## src/rtl/wb_pkg.sv

```systemverilog
// Shared types and constants for the writeback stage: FSM state encoding
// and the RV32I load funct3 codes recognised by the load aligner.
package wb_pkg;

  typedef enum logic [0:0] {
    IDLE     = 1'b0,
    WAIT_MEM = 1'b1
  } wb_state_e;

  localparam logic [2:0] F3_LB  = 3'b000;
  localparam logic [2:0] F3_LH  = 3'b001;
  localparam logic [2:0] F3_LW  = 3'b010;
  localparam logic [2:0] F3_LBU = 3'b100;
  localparam logic [2:0] F3_LHU = 3'b101;

endpackage

```

## src/rtl/writeback_stage_if.sv

```systemverilog
// Execute-to-writeback handshake plus the memory load response.
// master: execute/memory side; slave: the writeback stage.
interface writeback_stage_if #(
  parameter int XLEN = 32
);
  logic            ex_valid;
  logic            ex_ready;
  logic            ex_wen;
  logic            ex_is_load;
  logic [2:0]      ex_funct3;
  logic [4:0]      ex_rd;
  logic [XLEN-1:0] ex_result;
  logic            mem_rvalid;
  logic [XLEN-1:0] mem_rdata;

  modport master (
    output ex_valid, ex_wen, ex_is_load, ex_funct3, ex_rd, ex_result,
    output mem_rvalid, mem_rdata,
    input  ex_ready
  );

  modport slave (
    input  ex_valid, ex_wen, ex_is_load, ex_funct3, ex_rd, ex_result,
    input  mem_rvalid, mem_rdata,
    output ex_ready
  );
endinterface

```

## src/rtl/writeback_stage_load_align.sv

```systemverilog
// Combinational load aligner: picks the byte/half/word addressed by
// addr_lo out of the 32-bit memory word and sign- or zero-extends it.
// err flags a misaligned access or an unsupported funct3.
module load_align
  import wb_pkg::*;
#(
  parameter int XLEN = 32
) (
  input  logic [2:0]      funct3,
  input  logic [1:0]      addr_lo,
  input  logic [XLEN-1:0] rdata,
  output logic [XLEN-1:0] data,
  output logic            err
);

  logic signed [7:0]  byte_s;
  logic signed [15:0] half_s;

  assign byte_s = rdata[{addr_lo, 3'b000} +: 8];
  assign half_s = rdata[{addr_lo[1], 4'b0000} +: 16];

  // Select and extend according to the load type
  always_comb begin
    data = '0;
    err  = 1'b0;
    case (funct3)
      F3_LB:  data = XLEN'(byte_s);
      F3_LBU: data = {{(XLEN-8){1'b0}}, byte_s};
      F3_LH: begin
        data = XLEN'(half_s);
        err  = addr_lo[0];
      end
      F3_LHU: begin
        data = {{(XLEN-16){1'b0}}, half_s};
        err  = addr_lo[0];
      end
      F3_LW: begin
        data = rdata;
        err  = (addr_lo != 2'b00);
      end
      default: err = 1'b1;
    endcase
  end

endmodule

```

## src/rtl/writeback_stage.sv

```systemverilog
// Final pipeline stage and sole writer of the register bank.
// Non-loads write one cycle after acceptance; loads park in WAIT_MEM until
// mem_rvalid, then write the aligned data one cycle later. Upstream is
// stalled (ex_ready=0) while a load is outstanding.
// Optional feature: define WB_RETIRE_CNT_EN to add the instret counter port.
module writeback_stage
  import wb_pkg::*;
#(
  parameter int XLEN  = 32,
  parameter int CNT_W = 64
) (
  input  logic             clock,
  input  logic             reset_n,
  writeback_stage_if.slave bus,
  output logic             we,
  output logic [4:0]       ain,
  output logic [XLEN-1:0]  din,
  output logic             load_err
`ifdef WB_RETIRE_CNT_EN
  ,
  output logic [CNT_W-1:0] instret
`endif
);

  wb_state_e       state;
  logic [4:0]      p_rd;
  logic            p_wen;
  logic [2:0]      p_funct3;
  logic [1:0]      p_addr_lo;

  logic            accept;
  logic [2:0]      al_funct3;
  logic [1:0]      al_addr_lo;
  logic [XLEN-1:0] al_data;
  logic            al_err;

  assign bus.ex_ready = (state == IDLE);
  assign accept       = bus.ex_valid && (state == IDLE);

  // One aligner serves both phases: in IDLE it screens the incoming load
  // for misalignment, in WAIT_MEM it extracts data for the latched load.
  assign al_funct3  = (state == WAIT_MEM) ? p_funct3  : bus.ex_funct3;
  assign al_addr_lo = (state == WAIT_MEM) ? p_addr_lo : bus.ex_result[1:0];

  load_align #(.XLEN(XLEN)) u_align (
    .funct3  (al_funct3),
    .addr_lo (al_addr_lo),
    .rdata   (bus.mem_rdata),
    .data    (al_data),
    .err     (al_err)
  );

  // FSM, pending-load latch and registered register-bank write port
  always_ff @(posedge clock or negedge reset_n) begin
    if (!reset_n) begin
      state     <= IDLE;
      we        <= 1'b0;
      ain       <= '0;
      din       <= '0;
      load_err  <= 1'b0;
      p_rd      <= '0;
      p_wen     <= 1'b0;
      p_funct3  <= '0;
      p_addr_lo <= '0;
    end else begin
      we       <= 1'b0;
      load_err <= 1'b0;
      case (state)
        IDLE: begin
          if (accept) begin
            if (bus.ex_is_load) begin
              if (al_err) begin
                load_err <= 1'b1;
              end else begin
                state     <= WAIT_MEM;
                p_rd      <= bus.ex_rd;
                p_wen     <= bus.ex_wen;
                p_funct3  <= bus.ex_funct3;
                p_addr_lo <= bus.ex_result[1:0];
              end
            end else if (bus.ex_wen && (bus.ex_rd != 5'd0)) begin
              we  <= 1'b1;
              ain <= bus.ex_rd;
              din <= bus.ex_result;
            end
          end
        end
        WAIT_MEM: begin
          if (bus.mem_rvalid) begin
            state <= IDLE;
            if (p_wen && (p_rd != 5'd0)) begin
              we  <= 1'b1;
              ain <= p_rd;
              din <= al_data;
            end
          end
        end
        default: state <= IDLE;
      endcase
    end
  end

`ifdef WB_RETIRE_CNT_EN
  logic retire;

  assign retire = (accept && (!bus.ex_is_load || al_err)) ||
                  ((state == WAIT_MEM) && bus.mem_rvalid);

  // Retired-instruction counter, wraps naturally at 2^CNT_W
  always_ff @(posedge clock or negedge reset_n) begin
    if (!reset_n) begin
      instret <= '0;
    end else if (retire) begin
      instret <= instret + 1'b1;
    end
  end
`endif

endmodule

```

## src/flat_wrapper.sv

```systemverilog
// flat-port wrapper written by rule: the top's interface ports become plain ports
module writeback_stage_flat import wb_pkg::*;
#(
  parameter int XLEN  = 32,
  parameter int CNT_W = 64
)
  (clock, reset_n, we, ain, din, load_err, bus_ex_valid, bus_ex_wen, bus_ex_is_load, bus_ex_funct3, bus_ex_rd, bus_ex_result, bus_mem_rvalid, bus_mem_rdata, bus_ex_ready);
  writeback_stage_if #(.XLEN(XLEN)) bus_i ();
  input  logic clock;
  input  logic reset_n;
  output logic we;
  output logic [4:0] ain;
  output logic [XLEN-1:0] din;
  output logic load_err;
  input wire logic [$bits(bus_i.ex_valid)-1:0] bus_ex_valid;
  input wire logic [$bits(bus_i.ex_wen)-1:0] bus_ex_wen;
  input wire logic [$bits(bus_i.ex_is_load)-1:0] bus_ex_is_load;
  input wire logic [$bits(bus_i.ex_funct3)-1:0] bus_ex_funct3;
  input wire logic [$bits(bus_i.ex_rd)-1:0] bus_ex_rd;
  input wire logic [$bits(bus_i.ex_result)-1:0] bus_ex_result;
  input wire logic [$bits(bus_i.mem_rvalid)-1:0] bus_mem_rvalid;
  input wire logic [$bits(bus_i.mem_rdata)-1:0] bus_mem_rdata;
  output wire logic [$bits(bus_i.ex_ready)-1:0] bus_ex_ready;
  assign bus_i.ex_valid = bus_ex_valid;
  assign bus_i.ex_wen = bus_ex_wen;
  assign bus_i.ex_is_load = bus_ex_is_load;
  assign bus_i.ex_funct3 = bus_ex_funct3;
  assign bus_i.ex_rd = bus_ex_rd;
  assign bus_i.ex_result = bus_ex_result;
  assign bus_i.mem_rvalid = bus_mem_rvalid;
  assign bus_i.mem_rdata = bus_mem_rdata;
  assign bus_ex_ready = bus_i.ex_ready;
  writeback_stage #(.XLEN(XLEN), .CNT_W(CNT_W)) u_core (.clock(clock), .reset_n(reset_n), .bus(bus_i), .we(we), .ain(ain), .din(din), .load_err(load_err));
endmodule
```

## config.mk

```make
export PLATFORM = sky130hd
export DESIGN_NAME = writeback_stage_flat
export DESIGN_NICKNAME = d
export VERILOG_FILES = /design/src/rtl/wb_pkg.sv /design/src/rtl/writeback_stage_if.sv /design/src/rtl/writeback_stage_load_align.sv /design/src/rtl/writeback_stage.sv /design/src/flat_wrapper.sv
export SDC_FILE = /design/constraint.sdc
export NUM_CORES = 1
export LEC_CHECK = 0
export BUFFER_PORTS_ARGS = -buffer_cell sky130_fd_sc_hd__buf_2
export CORE_MARGIN = 1.5
export CORE_UTILIZATION = 49
export CTS_CLUSTER_DIAMETER = 100
export DETAILED_ROUTE_END_ITERATION = 16
export PLACE_DENSITY = 0.89
export SETUP_SLACK_MARGIN = 0.2
export SYNTH_ARGS = -nofsm -noshare
export SYNTH_HDL_FRONTEND = slang
export SYNTH_SLANG_ARGS = --single-unit
```

## constraint.sdc

```tcl
create_clock -name clock -period 2.55 [get_ports clock]
set_clock_uncertainty 0.1 [all_clocks]
set_input_delay 0.255 -clock clock [delete_from_list [all_inputs] [get_ports clock]]
set_output_delay 0.255 -clock clock [all_outputs]
set_load 0.005 [all_outputs]
```

==> results <==
- Ranked by total cell area, the synthesized netlist is headed by dfrtp_1, o21ai_0, a222oi_1, a21oi_1, mux2i_1.
- Of all cell types, the one taking the most synthesized area is dfrtp_1.
- The detailed-route vias per instance is 6.17.
- In this run the static leakage power is 1.73 nW.
- The smallest clock period supported by the final layout is computed as 2.22 ns.
- The type of destination of the critical path is a register.
- VDD sags by at most 0.445 mV.
- The total routing resource utilization after global routing is 0.286.
- The share of synthesized area in the top cell type comes to 0.423.
- The first-iteration detailed-routing DRC count is 404.
- The worst setup path is of the reg -> reg kind.
- The final estimated routing congestion in global placement is 0.932.
- The top-level I/O count is 118.
- The worst hold path passes through 2 cells.
- For this design, the slowest cell found on the critical path is dfrtp_2.
- The die area is 0.00664 mm2.
- The clock tree from TritonCTS is built.
- Setup repair after global routing left no endpoint under its margin.
- The startpoint type of the worst setup path is a register.
- Counting cells, the worst reg-to-reg path comes to 6.
- The floorplan step set the die height to 81.5 um.
- The area growth from synthesis to final layout is 26.9%.
- The pin count of the biggest net entering global routing is 33.
- The HPWL after detailed placement is 6930 um.
- The mean cell area of the mapped netlist is 9.26 um2.
- For the worst setup path, the data arrival time is 2.32 ns.
- The routing usage on met3 is 0.0422.
- The master cell of the clock root buffer is clkbuf_8.
- The final setup violation count is 0.
- The final routed wire length divided by cell count is 17.7 um.
- The remaining global-route overflow is 0.
- For this run, the leading register cell type out of synthesis is dfrtp_1.
- The initial antenna violation count is 0.
- In the finished design, the share of the clock period the worst path needs comes to 0.871.
- The via count of the first global-routing pass is 2,929.
- After synthesis the netlist holds a flip-flop and latch count of 51.
- For met1 alone, demand over resource in global routing was 0.391.
- For the pin with the worst max-slew slack, the measured transition is 0.704 ns.
- The layer with the highest usage after global routing is met2.
- Timing would allow up to 0.450 GHz.
- The starting density of the core is 0.510.
- The power density over cell area is 879 mW/mm2.
- Synthesis produced 326 cells.
- The maximum root-to-sink buffer count is 2.
- The flow ran to the end, and the final reports show no timing, DRC or antenna violations.
- The clock latency on the worst-skew pair is 0.31 ns.
- The number of synthesis warnings is 0.
- Summed over all layers, the routed wires come to 9150 um.
- The synthesized netlist net count is 404.
- The number of optimization iterations in the first detailed-route pass is 7.
- The highest fanout seen on the critical path is 16.
- In the final layout, the share of cells above drive strength 1 is 0.361.
- The relative slew slack is 0.531.
- Walking the worst path, the cells encountered are buf_4 > nor3_1 > a21oi_1 > a22oi_1 > and2b_4 > mux2_2.
- The routed layout has 3,182 vias.
- For the worst setup path, the data required time is 2.65 ns.
- The net count of the finished layout is 519.
- The part of the Yosys area used for sequential elements is 0.423.
- The path type of the worst min-delay path is in -> reg.
- The tool flagged a number of max-cap violations equal to 0.
- The final hold violation count is 0.
- Adding up every negative setup slack in the final design gives 0 ns.
- CTS saw 51 sinks.
- Yosys mapped a number of flops with a built-in enable equal to 0.
- The floorplan step set the die width to 81.5 um.
- In this run the cell area of the synthesized design comes to 0.00302 mm2.
- The H-tree was split into 2 levels.
- The floorplan has 28 rows.
- 0 antenna diodes ended up in the layout.
- Power comes to 0.00336 W.
- The number of routed nets with antenna violations is 0.
- The number of CTS-inserted buffers is 5.
- The first global-routing pass estimated 14,600 um of wire.
- After clock tree synthesis, the clock-pin slew on the worst setup and hold paths is 0.09 ns.
- The biggest cell delay along the critical path is 0.49 ns.
- The max-slew violation total from the final report came to 0.
- The met2 track demand over resource in global routing is 0.479.
- The count of unique library cells instantiated by Yosys is 47.
- Buffers placed on the I/O ports in this run total 117.
- The area of the core is 0.00592 mm2.
- In the synthesized netlist the async set-or-reset flop fraction comes to 1.00.
- The total DRC errors in the routed layout is 0.
==> repair_timing <==
action	in CTS	in global routing
buffers inserted	0	1
hold buffers	1	0
setup endpoints to repair	41	38
cloned	0	0
resized for setup	2	4
endpoints found under the hold margin	31	0
==> cells by family after synthesis <==
logic type,count (synthesis),synth area share
AO/OA/AOI/OAI,127,0.278
AND/OR/NAND/NOR,89,0.141
flip-flops,51,0.423
buffers and inverters,31,0.0510
multiplexers,28,0.107
==> synth_stat cells (all sizes together), types with 10 or more instances <==
| cell type | number |
|---|---|
| a222oi | 16 |
| mux2 | 14 |
| buf | 12 |
| nand2 | 27 |
| mux2i | 13 |
| nor2 | 31 |
| clkbuf | 13 |
| dfrtp | 51 |
| a21oi | 30 |
| nor3 | 11 |
| o21ai | 45 |
| o22ai | 10 |
==> final timing paths <==
path	start	end	slack [ns]
setup / recovery	u_core.state	u_core.p_rd[1]	0.33
min in group asynchronous	reset_n	u_core.din[5]	0.42
setup reg to reg	u_core.state	u_core.p_rd[1]	0.33
max in group asynchronous	reset_n	u_core.din[0]	1.18
hold / removal	bus_mem_rvalid	u_core.state	0.03
hold reg to reg	u_core.ain[3]	u_core.ain[3]	0.38
==> report_power, final <==
part,internal [W],switching [W]
logic,0.000661,0.000703
clock network,0.000288,0.000264
registers,0.00116,0.000292
==> state kept, by name (all words and copies together) (netlist names) <==
signal / cells
u_core.state: 1
u_core.p_wen: 1
u_core.p_funct3: 3
u_core.load_err: 1
u_core.din: 32
u_core.p_addr_lo: 2
u_core.ain: 5
u_core.p_rd: 5
u_core.we: 1
==> through the flow <==
stage,worst slack (ns),hold slack (ns),instances,utilization,area (um2)
after floorplan,0.652,-0.141,326,-,3020
after global placement,0.209,0.228,507,0.622,3680
after detailed placement,0.0582,0.244,507,0.622,3680
after CTS,0.223,0.0334,515,0.643,3800
after global routing,0.204,0.0384,516,0.647,3830
final,0.329,0.0290,516,0.647,3830
==> layout make-up <==
cell class                      instances  area, um2
Clock inverter                          1       30.0
Inverter                                6       22.5
Clock buffer                            6       72.6
Sequential cell                        51       1280
Timing Repair Buffer                  133        721
Fill cell                             486       2090
Multi-Input combinational cell        244       1610
Tap cell                               75       93.8
==> placed cells by master (no fill, tap or decap), types with 5 or more instances in the layout <==
cell type	n
a211oi_1	5
a21oi_1	26
a222oi_1	16
buf_2	117
buf_4	14
clkbuf_8	5
dfrtp_1	50
inv_1	5
mux2_1	9
mux2_2	5
mux2i_1	12
nand2_1	26
nand2b_1	5
nor2_1	29
nor3_1	11
nor3b_1	5
o21ai_0	33
o21ai_1	12
o221ai_1	8
o22ai_1	9
==> worst max-delay path: cells and delay by family, from the launching register on <==
kind / cells / cell delay (ns)
multiplexers: 1 / 0.36
AO/OA/AOI/OAI: 2 / 0.41
AND/OR/NAND/NOR: 2 / 0.53
flip-flops: 1 / 0.49
buffers and inverters: 1 / 0.22
==> per-layer routing <==
layer  wire, um  share of wire
met1       3690           0.40
met5          0              0
met2       4410           0.48
met3        896          0.098
met4        159          0.017
(Power assumes the default switching activity.)
